$ cat config.mk
export PLATFORM = sky130hd
export DESIGN_NAME = demux16_stream_router_flat
export DESIGN_NICKNAME = d
export VERILOG_FILES = /design/src/rtl/demux16_stream_router_if.sv /design/src/rtl/demux16_stream_router.sv /design/src/flat_wrapper.sv
export SDC_FILE = /design/constraint.sdc
export NUM_CORES = 1
export LEC_CHECK = 0
export BUFFER_PORTS_ARGS = -buffer_cell sky130_fd_sc_hd__buf_2
export CAP_MARGIN = 40
export CORE_MARGIN = 1
export CORE_UTILIZATION = 45
export CTS_BUF_LIST = sky130_fd_sc_hd__clkbuf_4 sky130_fd_sc_hd__clkbuf_8
export DETAILED_ROUTE_END_ITERATION = 10
export PLACE_DENSITY = 0.74
export SYNTH_ARGS = -nofsm -noshare
export SYNTH_HDL_FRONTEND = slang
export SYNTH_SLANG_ARGS = --single-unit
$ cat constraint.sdc
create_clock -name clk -period 3 [get_ports clk]
set_input_delay 0.6 -clock clk [delete_from_list [all_inputs] [get_ports clk]]
set_output_delay 0.6 -clock clk [all_outputs]
set_load 0.02 [all_outputs]
$ cat src/rtl/demux16_stream_router_if.sv
// Stream bundle for the 1-to-2 operand router: one input stream, two output
// streams and the per-channel delivered-word counters.
interface demux16_stream_router_if #(
    parameter int unsigned WIDTH = 16,
    parameter int unsigned CNT_W = 8
);
    logic [WIDTH-1:0] in_data;
    logic             in_sel;
    logic             in_valid;
    logic             in_ready;
    logic [WIDTH-1:0] outa_data;
    logic             outa_valid;
    logic             outa_ready;
    logic [WIDTH-1:0] outb_data;
    logic             outb_valid;
    logic             outb_ready;
    logic [CNT_W-1:0] cnt_a;
    logic [CNT_W-1:0] cnt_b;

    modport master (
        output in_data, in_sel, in_valid, outa_ready, outb_ready,
        input  in_ready, outa_data, outa_valid, outb_data, outb_valid, cnt_a, cnt_b
    );

    modport slave (
        input  in_data, in_sel, in_valid, outa_ready, outb_ready,
        output in_ready, outa_data, outa_valid, outb_data, outb_valid, cnt_a, cnt_b
    );
endinterface

$ cat src/rtl/demux16_stream_router.sv
// Steers each input word by its select bit into one of two per-channel FIFOs
// (0 = A, 1 = B) and counts the words each consumer takes.
module demux16_stream_router #(
    parameter int unsigned WIDTH = 16,
    parameter int unsigned DEPTH = 2,
    parameter int unsigned CNT_W = 8
) (
    input logic                     clk,
    input logic                     rst_n,
    demux16_stream_router_if.slave  bus
);
    localparam int unsigned PtrW = $clog2(DEPTH);
    localparam int unsigned OccW = PtrW + 1;

    logic [WIDTH-1:0] r_mem  [2][DEPTH];
    logic [PtrW-1:0]  r_wptr [2];
    logic [PtrW-1:0]  r_rptr [2];
    logic [OccW-1:0]  r_occ  [2];
    logic [CNT_W-1:0] r_cnt  [2];

    logic w_full      [2];
    logic w_empty     [2];
    logic w_push      [2];
    logic w_pop       [2];
    logic w_out_ready [2];
    logic w_in_ready;
    logic w_accept;

    // Readiness looks only at the selected channel's registered occupancy, so a
    // full channel stalls the input even when it pops this cycle.
    always_comb begin
        w_out_ready[0] = bus.outa_ready;
        w_out_ready[1] = bus.outb_ready;
        for (int c = 0; c < 2; c++) begin
            w_full[c]  = (r_occ[c] == OccW'(DEPTH));
            w_empty[c] = (r_occ[c] == '0);
            w_pop[c]   = !w_empty[c] && w_out_ready[c];
        end
        w_in_ready = bus.in_sel ? !w_full[1] : !w_full[0];
        w_accept   = bus.in_valid && w_in_ready;
        w_push[0]  = w_accept && !bus.in_sel;
        w_push[1]  = w_accept && bus.in_sel;
    end

    assign bus.in_ready   = w_in_ready;
    assign bus.outa_valid = !w_empty[0];
    assign bus.outb_valid = !w_empty[1];
    assign bus.outa_data  = w_empty[0] ? '0 : r_mem[0][r_rptr[0]];
    assign bus.outb_data  = w_empty[1] ? '0 : r_mem[1][r_rptr[1]];
    assign bus.cnt_a      = r_cnt[0];
    assign bus.cnt_b      = r_cnt[1];

    always_ff @(posedge clk) begin
        if (!rst_n) begin
            for (int c = 0; c < 2; c++) begin
                r_wptr[c] <= '0;
                r_rptr[c] <= '0;
                r_occ[c]  <= '0;
                r_cnt[c]  <= '0;
            end
        end else begin
            for (int c = 0; c < 2; c++) begin
                if (w_push[c]) begin
                    r_wptr[c] <= r_wptr[c] + PtrW'(1);
                end
                if (w_pop[c]) begin
                    r_rptr[c] <= r_rptr[c] + PtrW'(1);
                    r_cnt[c]  <= r_cnt[c] + CNT_W'(1);
                end
                if (w_push[c] && !w_pop[c]) begin
                    r_occ[c] <= r_occ[c] + OccW'(1);
                end else if (w_pop[c] && !w_push[c]) begin
                    r_occ[c] <= r_occ[c] - OccW'(1);
                end
            end
        end
    end

    // Storage needs no reset: empty channels mask their data output to zero.
    always_ff @(posedge clk) begin
        for (int c = 0; c < 2; c++) begin
            if (rst_n && w_push[c]) begin
                r_mem[c][r_wptr[c]] <= bus.in_data;
            end
        end
    end
endmodule
$ cat src/flat_wrapper.sv
// flat-port wrapper written by rule: the top's interface ports become plain ports
module demux16_stream_router_flat 
#(
    parameter int unsigned WIDTH = 16,
    parameter int unsigned DEPTH = 2,
    parameter int unsigned CNT_W = 8
)
  (clk, rst_n, bus_in_data, bus_in_sel, bus_in_valid, bus_outa_ready, bus_outb_ready, bus_in_ready, bus_outa_data, bus_outa_valid, bus_outb_data, bus_outb_valid, bus_cnt_a, bus_cnt_b);
  demux16_stream_router_if #(.WIDTH(WIDTH), .CNT_W(CNT_W)) bus_i ();
  input logic clk;
  input logic rst_n;
  input wire logic [$bits(bus_i.in_data)-1:0] bus_in_data;
  input wire logic [$bits(bus_i.in_sel)-1:0] bus_in_sel;
  input wire logic [$bits(bus_i.in_valid)-1:0] bus_in_valid;
  input wire logic [$bits(bus_i.outa_ready)-1:0] bus_outa_ready;
  input wire logic [$bits(bus_i.outb_ready)-1:0] bus_outb_ready;
  output wire logic [$bits(bus_i.in_ready)-1:0] bus_in_ready;
  output wire logic [$bits(bus_i.outa_data)-1:0] bus_outa_data;
  output wire logic [$bits(bus_i.outa_valid)-1:0] bus_outa_valid;
  output wire logic [$bits(bus_i.outb_data)-1:0] bus_outb_data;
  output wire logic [$bits(bus_i.outb_valid)-1:0] bus_outb_valid;
  output wire logic [$bits(bus_i.cnt_a)-1:0] bus_cnt_a;
  output wire logic [$bits(bus_i.cnt_b)-1:0] bus_cnt_b;
  assign bus_i.in_data = bus_in_data;
  assign bus_i.in_sel = bus_in_sel;
  assign bus_i.in_valid = bus_in_valid;
  assign bus_i.outa_ready = bus_outa_ready;
  assign bus_i.outb_ready = bus_outb_ready;
  assign bus_in_ready = bus_i.in_ready;
  assign bus_outa_data = bus_i.outa_data;
  assign bus_outa_valid = bus_i.outa_valid;
  assign bus_outb_data = bus_i.outb_data;
  assign bus_outb_valid = bus_i.outb_valid;
  assign bus_cnt_a = bus_i.cnt_a;
  assign bus_cnt_b = bus_i.cnt_b;
  demux16_stream_router #(.WIDTH(WIDTH), .DEPTH(DEPTH), .CNT_W(CNT_W)) u_core (.clk(clk), .rst_n(rst_n), .bus(bus_i));
endmodule
==> results.yml, run 1 <==
outcome:
  outcome: "complete, no violations"
synth:
  async_reset_ff_share_pct: 0
  ys_ff_latch: 88
  yosysWarnings: 0
  ys_types: 37
  synth_compound_area_share_pct: 2.22
  ys_seq_area_share_pct: 69.9
  synth_xor_area_share_pct: 2.78
  syn-num-nets: 293
  synthAdderAreaFrac_pct: 1.32
  syn-mean-instance-area_um2: 14.2
  synth.mux.area_fraction_pct: 8.83
  synth_top_family_by_area: "simple AND/OR/NAND/NOR gates"
  syn_area_um2: 3780
  synth_edf_count: 88
  synth-simple-area-share_pct: 12.4
  synth_cells: 267
  synth_ff_type: "edfxtp_1"
timing:
  fin_crit_sh_pct: 81.1
  setup_violations: 0
  holdWs_ns: 0.449
  finalWorstSetupSlack_ns: 0.568
  maxSlewHeadroom_pct: 49.4
  fin_skew_ns: 0.0117
  rsz0062_at_grt: "false"
  drv_slew: 0
  max_freq_mhz: 411
  fin_crit_ns: 2.43
  tns_ns: 0
  hold_violations: 0
  worst_pin_slew_ns: 0.758
floorplanning:
  die_height_um: 93.7
  coreArea_um2: 8180
  fp-row-count: 33
  start_util_pct: 46.3
  io_pins: 73
  die_x_um: 93.7
  dieArea_um2: 8780
clock_tree:
  cts_resized: 0
  clockBufferDepth: 2
  clk_pin_slew_ns: 0.10
  root_buffer: "clkbuf_8"
  cts_setup_buffers: 0
  cts_buffers: 9
  insertion_delay_ns: 0.36
  htreeDepth: 3
  cts.sinks: 88
  cts.hold.buffers_added: 0
  tritoncts: "built"
worst_setup_path:
  r2r_slack_ns: 0.89
  arrival_ns: 1.83
  end_kind: "output pin"
  reg2reg_to: "u_core.r_cnt[0][12]"
  required_ns: 2.40
  crit_fanout: 19
  r2r-start: "u_core.r_occ[1][0]"
  criticalPathCategory: "reg2out"
  start_kind: "flip-flop"
  reg2reg_depth: 6
cells_and_area:
  final_cell_mix: "88 x edfxtp_1, 72 x buf_2, 56 x nor2_1"
  drive_gt1_share_pct: 30.9
  fin_cells: 455
  design_area_um2: 4470
  area_growth_pct: 18.2
  nNetsFinal: 371
  layout_commonest_cell: "edfxtp_1"
  fillers: 698
  utilization_pct: 54.7
  n_antenna_cell: 0
placement:
  place_inst: 439
  dpl.hpwl_um: 4610
  gp_congestion: 0.776
  place_area_um2: 4270
  port_buffers: 72
  post-place-ws_ns: 0.839
power_and_ir_drop:
  power_density_nw_per_um2: 709
  finalPower_mw: 3.17
  leakagePower_nw: 1.74
  vdd_ir_drop_max_mv: 0.433
worst_hold_path:
  min_from: "bus_in_data[8]"
  hp-class: "in2reg"
  whs_path_depth: 1
  worstHoldEndpoint: "u_core.r_mem[0][8]"
grt:
  grt_pass1_wl_um: 10500
  grt_pass1_vias: 2186
  grt_antenna_before_repair: 0
  grt_max_degree: 20
  grt_overflow: 0
  grt_use_total_pct: 16.4
detailed_routing:
  first_iter_violations: 160
  first_pass_iters: 4
  vias: 2317
  postRouteWirelength_um: 6830
  drc_errors: 0
  post_drt_wl_per_cell_um: 15.0
  viasPerCell: 5.09
  ant_nets: 0
flow_run:
  maxCapViolCount: 0
-- logic make-up after synthesis --
logic type	after synthesis
AND/OR/NAND/NOR	99
flip-flops	88
buffers and inverters	18
AO/OA/AOI/OAI	13
XOR/XNOR	12
adder cells (fa/ha/maj)	4
multiplexers	33
-- how the worst max path moves through the flow --
stage                  startpoint             endpoint  slack (ns)
6_report       u_core.r_occ[1][0]    bus_outb_data[10]        0.57
5_1_grt        u_core.r_occ[1][0]    bus_outb_data[12]        0.40
4_1_cts        u_core.r_occ[1][0]    bus_outb_data[14]        0.49
3_5_place_dp   u_core.r_occ[1][0]   u_core.r_cnt[0][2]        0.84
3_3_place_gp   u_core.r_occ[1][0]  u_core.r_cnt[0][15]        0.88
2_1_floorplan               rst_n  u_core.r_mem[0][16]        0.12
-- report_power, final --
| group | total, mW | internal, mW | switching [mW] |
|---|---|---|---|
| registers | 1.53 | 1.46 | 0.0613 |
| logic | 0.851 | 0.297 | 0.555 |
| clock network | 0.791 | 0.328 | 0.463 |
-- cell type report --
class | count | area [um^2] | area share, %
sequential | 88 | 2640 | 59.1
tap | 105 | 131 | 2.94
timing repair buffer | 78 | 405 | 9.07
clock inverter | 7 | 75.1 | 1.68
inverter | 7 | 26.3 | 0.588
multi-input combinational | 161 | 1060 | 23.8
clock buffer | 9 | 124 | 2.77
-- state kept, by name, indices dropped and copies added, names as in the netlist --
signal and cells:
u_core.r_cnt 16, u_core.r_mem 64, u_core.r_occ 4, u_core.r_rptr 2, u_core.r_wptr 2
-- synth_stat cells, types with 2 or more instances --
master | count | share of area, %
edfxtp_1 | 88 | 70
nor2_1 | 56 | 5.6
mux2i_1 | 32 | 8.5
nand2_1 | 13 | 1.3
nand3_1 | 9 | 1.2
xnor2_1 | 8 | 1.9
inv_1 | 6 | 0.60
buf_2 | 5 | 0.66
and3_1 | 4 | 0.66
ha_1 | 4 | 1.3
xor2_1 | 4 | 0.93
a21oi_1 | 3 | 0.40
nor3_1 | 3 | 0.40
a31oi_1 | 2 | 0.33
buf_4 | 2 | 0.40
buf_6 | 2 | 0.60
clkbuf_1 | 2 | 0.20
nand2b_4 | 2 | 0.73
nor2b_2 | 2 | 0.46
o21ai_0 | 2 | 0.26
o21ai_1 | 2 | 0.26
-- worst max-delay path, stage by stage, from the launching register on --
cell and delay (ns):
edfxtp_1 0.39, inv_1 0.09, ha_1 0.65, nor2_1 0.14, buf_2 0.20
-- layer usage --
metal  up-vias  GRT usage [%]  part of all wire (%)
met4         0           5.51                   1.3
met5         -              0                     0
met2        75           27.6                    49
met3         9           5.10                   6.2
li1       1120              -                     -
met1      1113           20.1                    44
(Power assumes the default switching activity.)
==> run 2: changes to the inputs <==
--- a/config.mk
+++ b/config.mk
@@ -5,13 +5,14 @@
 export SDC_FILE = /design/constraint.sdc
 export NUM_CORES = 1
 export LEC_CHECK = 0
+export ABC_AREA = 1
 export BUFFER_PORTS_ARGS = -buffer_cell sky130_fd_sc_hd__buf_2
 export CAP_MARGIN = 40
 export CORE_MARGIN = 1
 export CORE_UTILIZATION = 45
 export CTS_BUF_LIST = sky130_fd_sc_hd__clkbuf_4 sky130_fd_sc_hd__clkbuf_8
 export DETAILED_ROUTE_END_ITERATION = 10
-export PLACE_DENSITY = 0.74
+export PLACE_DENSITY = 0.71
 export SYNTH_ARGS = -nofsm -noshare
 export SYNTH_HDL_FRONTEND = slang
 export SYNTH_SLANG_ARGS = --single-unit
==> constraint.sdc (replaced) <==
create_clock -name clk -period 2.3 [get_ports clk]
set_input_delay 0.46 -clock clk [delete_from_list [all_inputs] [get_ports clk]]
set_output_delay 0.46 -clock clk [all_outputs]
set_load 0.02 [all_outputs]
==> results.yml, run 2 <==
timing:
  holdWs_ns: 0.323
  finalWorstSetupSlack_ns: 0.228
  hold_violations: 0
  drv_slew: 0
  worst_pin_slew_ns: 0.553
  fin_crit_sh_pct: 90.1
  rsz0062_at_grt: "false"
  tns_ns: 0
  maxSlewHeadroom_pct: 63.1
  fin_crit_ns: 2.07
  max_freq_mhz: 483
  setup_violations: 0
  fin_skew_ns: 0.0108
worst_setup_path:
  r2r-start: "u_core.r_occ[1][0]"
  critPathTopFamily: "buffers and inverters"
  reg2reg_to: "u_core.r_cnt[0][6]"
  path_buf_inv: 4
  r2r_slack_ns: 0.29
  criticalPathCategory: "reg2out"
  end_kind: "output pin"
  start_kind: "flip-flop"
  required_ns: 1.84
  crit_chain: "inv_1 -> ha_1 -> clkinvlp_4 -> buf_12 -> o21ai_0 -> nor2_1 -> buf_2"
  crit_fanout: 18
  reg2reg_depth: 10
  max_stage_delay_ns: 0.36
  critical-path-slowest-cell: "edfxtp_1"
  arrival_ns: 1.61
detailed_routing:
  first_iter_violations: 135
  vias: 2476
  ant_nets: 0
  first_pass_iters: 6
  postRouteWirelength_um: 7450
  drc_errors: 0
  post_drt_wl_per_cell_um: 14.7
  viasPerCell: 4.89
grt:
  grt_util_met2_pct: 29.4
  grt_pass1_wl_um: 11900
  grt_max_degree: 19
  grt.met3_usage_pct: 3.90
  grt_use_total_pct: 18.5
  grt_overflow: 0
  use_met1_pct: 24.4
  grt_antenna_before_repair: 0
  grt_pass1_vias: 2407
  grt-busiest-layer: "met2"
power_and_ir_drop:
  vdd_ir_drop_max_mv: 0.570
  switching_share_pct: 30.4
  p_sw_mw: 1.15
  p_int_mw: 2.64
  seq_power_share_pct: 50.8
  leakagePower_nw: 1.84
  p_comb_share_pct: 21.2
  power_density_nw_per_um2: 852
  clockPowerShare_pct: 28.0
synth:
  synth_ff_type: "edfxtp_1"
  async_reset_ff_share_pct: 0
  syn_area_um2: 3730
  syn-mean-instance-area_um2: 11.8
  synth_cells: 317
  yosys.area.top_type: "edfxtp_1"
  yosysWarnings: 0
  ys_ff_latch: 88
  ys_seq_area_share_pct: 70.8
  syn-num-nets: 343
  synth.top_cell.area_share_pct: 70.8
  yosysMostFrequentCell: "edfxtp_1"
  synth_edf_count: 88
  synthTopCellsByCount: "88 x edfxtp_1, 59 x nand2_1, 59 x nor2_1"
  ys_types: 27
  synthTopCellsByArea: "edfxtp_1 71%, nand2_1 5.9%, nor2_1 5.9%, inv_1 2.8%, a21oi_1 2.7%"
clock_tree:
  insertion_delay_ns: 0.35
  root_buffer: "clkbuf_8"
  clk_pin_slew_ns: 0.09
  cts.sinks: 88
  cts_buffers: 9
  clockBufferDepth: 2
  cts.hold.buffers_added: 0
  tritoncts: "built"
  htreeDepth: 3
worst_hold_path:
  hp-class: "in2reg"
  worstHoldEndpoint: "u_core.r_mem[0][46]"
  whs_path_depth: 1
  min_from: "bus_in_data[14]"
cells_and_area:
  nNetsFinal: 425
  final_cell_mix: "88 x edfxtp_1, 72 x buf_2, 59 x nand2_1, 59 x nor2_1, 26 x inv_1"
  area_growth_pct: 19.2
  n_antenna_cell: 0
  largest_reg_flops: 64
  layout_commonest_cell: "edfxtp_1"
  drive_gt1_share_pct: 27.5
floorplanning:
  coreArea_um2: 7890
  die_height_um: 93.1
  die_x_um: 93.1
  dieArea_um2: 8670
  io_pins: 73
  start_util_pct: 47.4
  fp-row-count: 32
outcome:
  outcome: "complete, no violations"
flow_run:
  maxCapViolCount: 0
placement:
  post-place-ws_ns: 0.237
  gp_congestion: 0.809
  dpl.hpwl_um: 4990
  port_buffers: 72
run 2: routing by layer:
| layer | vias up | share of wire [%] |
|---|---|---|
| met5 | - | 0 |
| met4 | 0 | 0.94 |
| met3 | 6 | 5.7 |
| met2 | 78 | 49 |
| met1 | 1152 | 44 |
| li1 | 1240 | - |
run 2: how the worst max path moves through the flow:
stage / startpoint / end / slack, ns / cells after the start
final: u_core.r_occ[1][0] / bus_outb_data[11] / 0.23 / 7
after global routing: u_core.r_rptr[0][1] / bus_outb_data[10] / 0.07 / 4
after CTS: u_core.r_occ[1][0] / bus_outb_data[11] / 0.07 / 6
after detailed placement: u_core.r_occ[1][0] / u_core.r_cnt[0][6] / 0.24 / 9
after global placement: u_core.r_occ[1][0] / u_core.r_cnt[0][6] / 0.38 / 9
after floorplan: rst_n / u_core.r_mem[0][32] / 0.30 / 5
run 2: cell type report:
cell class	count	area [um^2]
fill	657	3440
sequential	88	2640
multi-input combinational	189	926
timing repair buffer	80	433
clock buffer	10	131
tap	102	128
inverter	31	124
clock inverter	6	67.6
run 2: cells by family (layout without fill, tap and decap cells):
logic type | Yosys count | after routing | share of synthesized area, %
AOI/OAI and AO/OA | 42 | 42 | 6.13
xor gates and xnor gates | 4 | 4 | 0.938
adders and majority gates | 4 | 4 | 1.34
buffers and inverters | 40 | 127 | 4.46
DFF | 88 | 88 | 70.8
and+or+nand+nor | 139 | 139 | 16.4
run 2: what timing repair did:
| item | 4_1_cts | 5_1_grt |
|---|---|---|
| pin swaps | 0 | 0 |
| resized for setup | 1 | 1 |
| setup endpoints to repair | 11 | 21 |
| buffers inserted | 0 | 1 |
run 2: stage by stage:
stage | utilization [%] | instance area [um^2] | cells | power [mW]
final | 56.4 | 4450 | 506 | 3.79
after global routing | 56.4 | 4450 | 506 | 3.98
after CTS | 56.1 | 4430 | 505 | 3.81
after detailed placement | 53.6 | 4230 | 489 | 2.75
after global placement | 53.6 | 4230 | 489 | 2.73
after floorplan | - | 3730 | 317 | 2.47
run 2: power groups by stage:
stage,clock network (mW),logic (mW),registers [mW]
2_1_floorplan,0,0.468,2.00
3_3_place_gp,0,0.771,1.96
3_5_place_dp,0,0.791,1.96
4_1_cts,1.08,0.798,1.92
5_1_grt,1.15,0.888,1.94
6_report,1.06,0.806,1.93
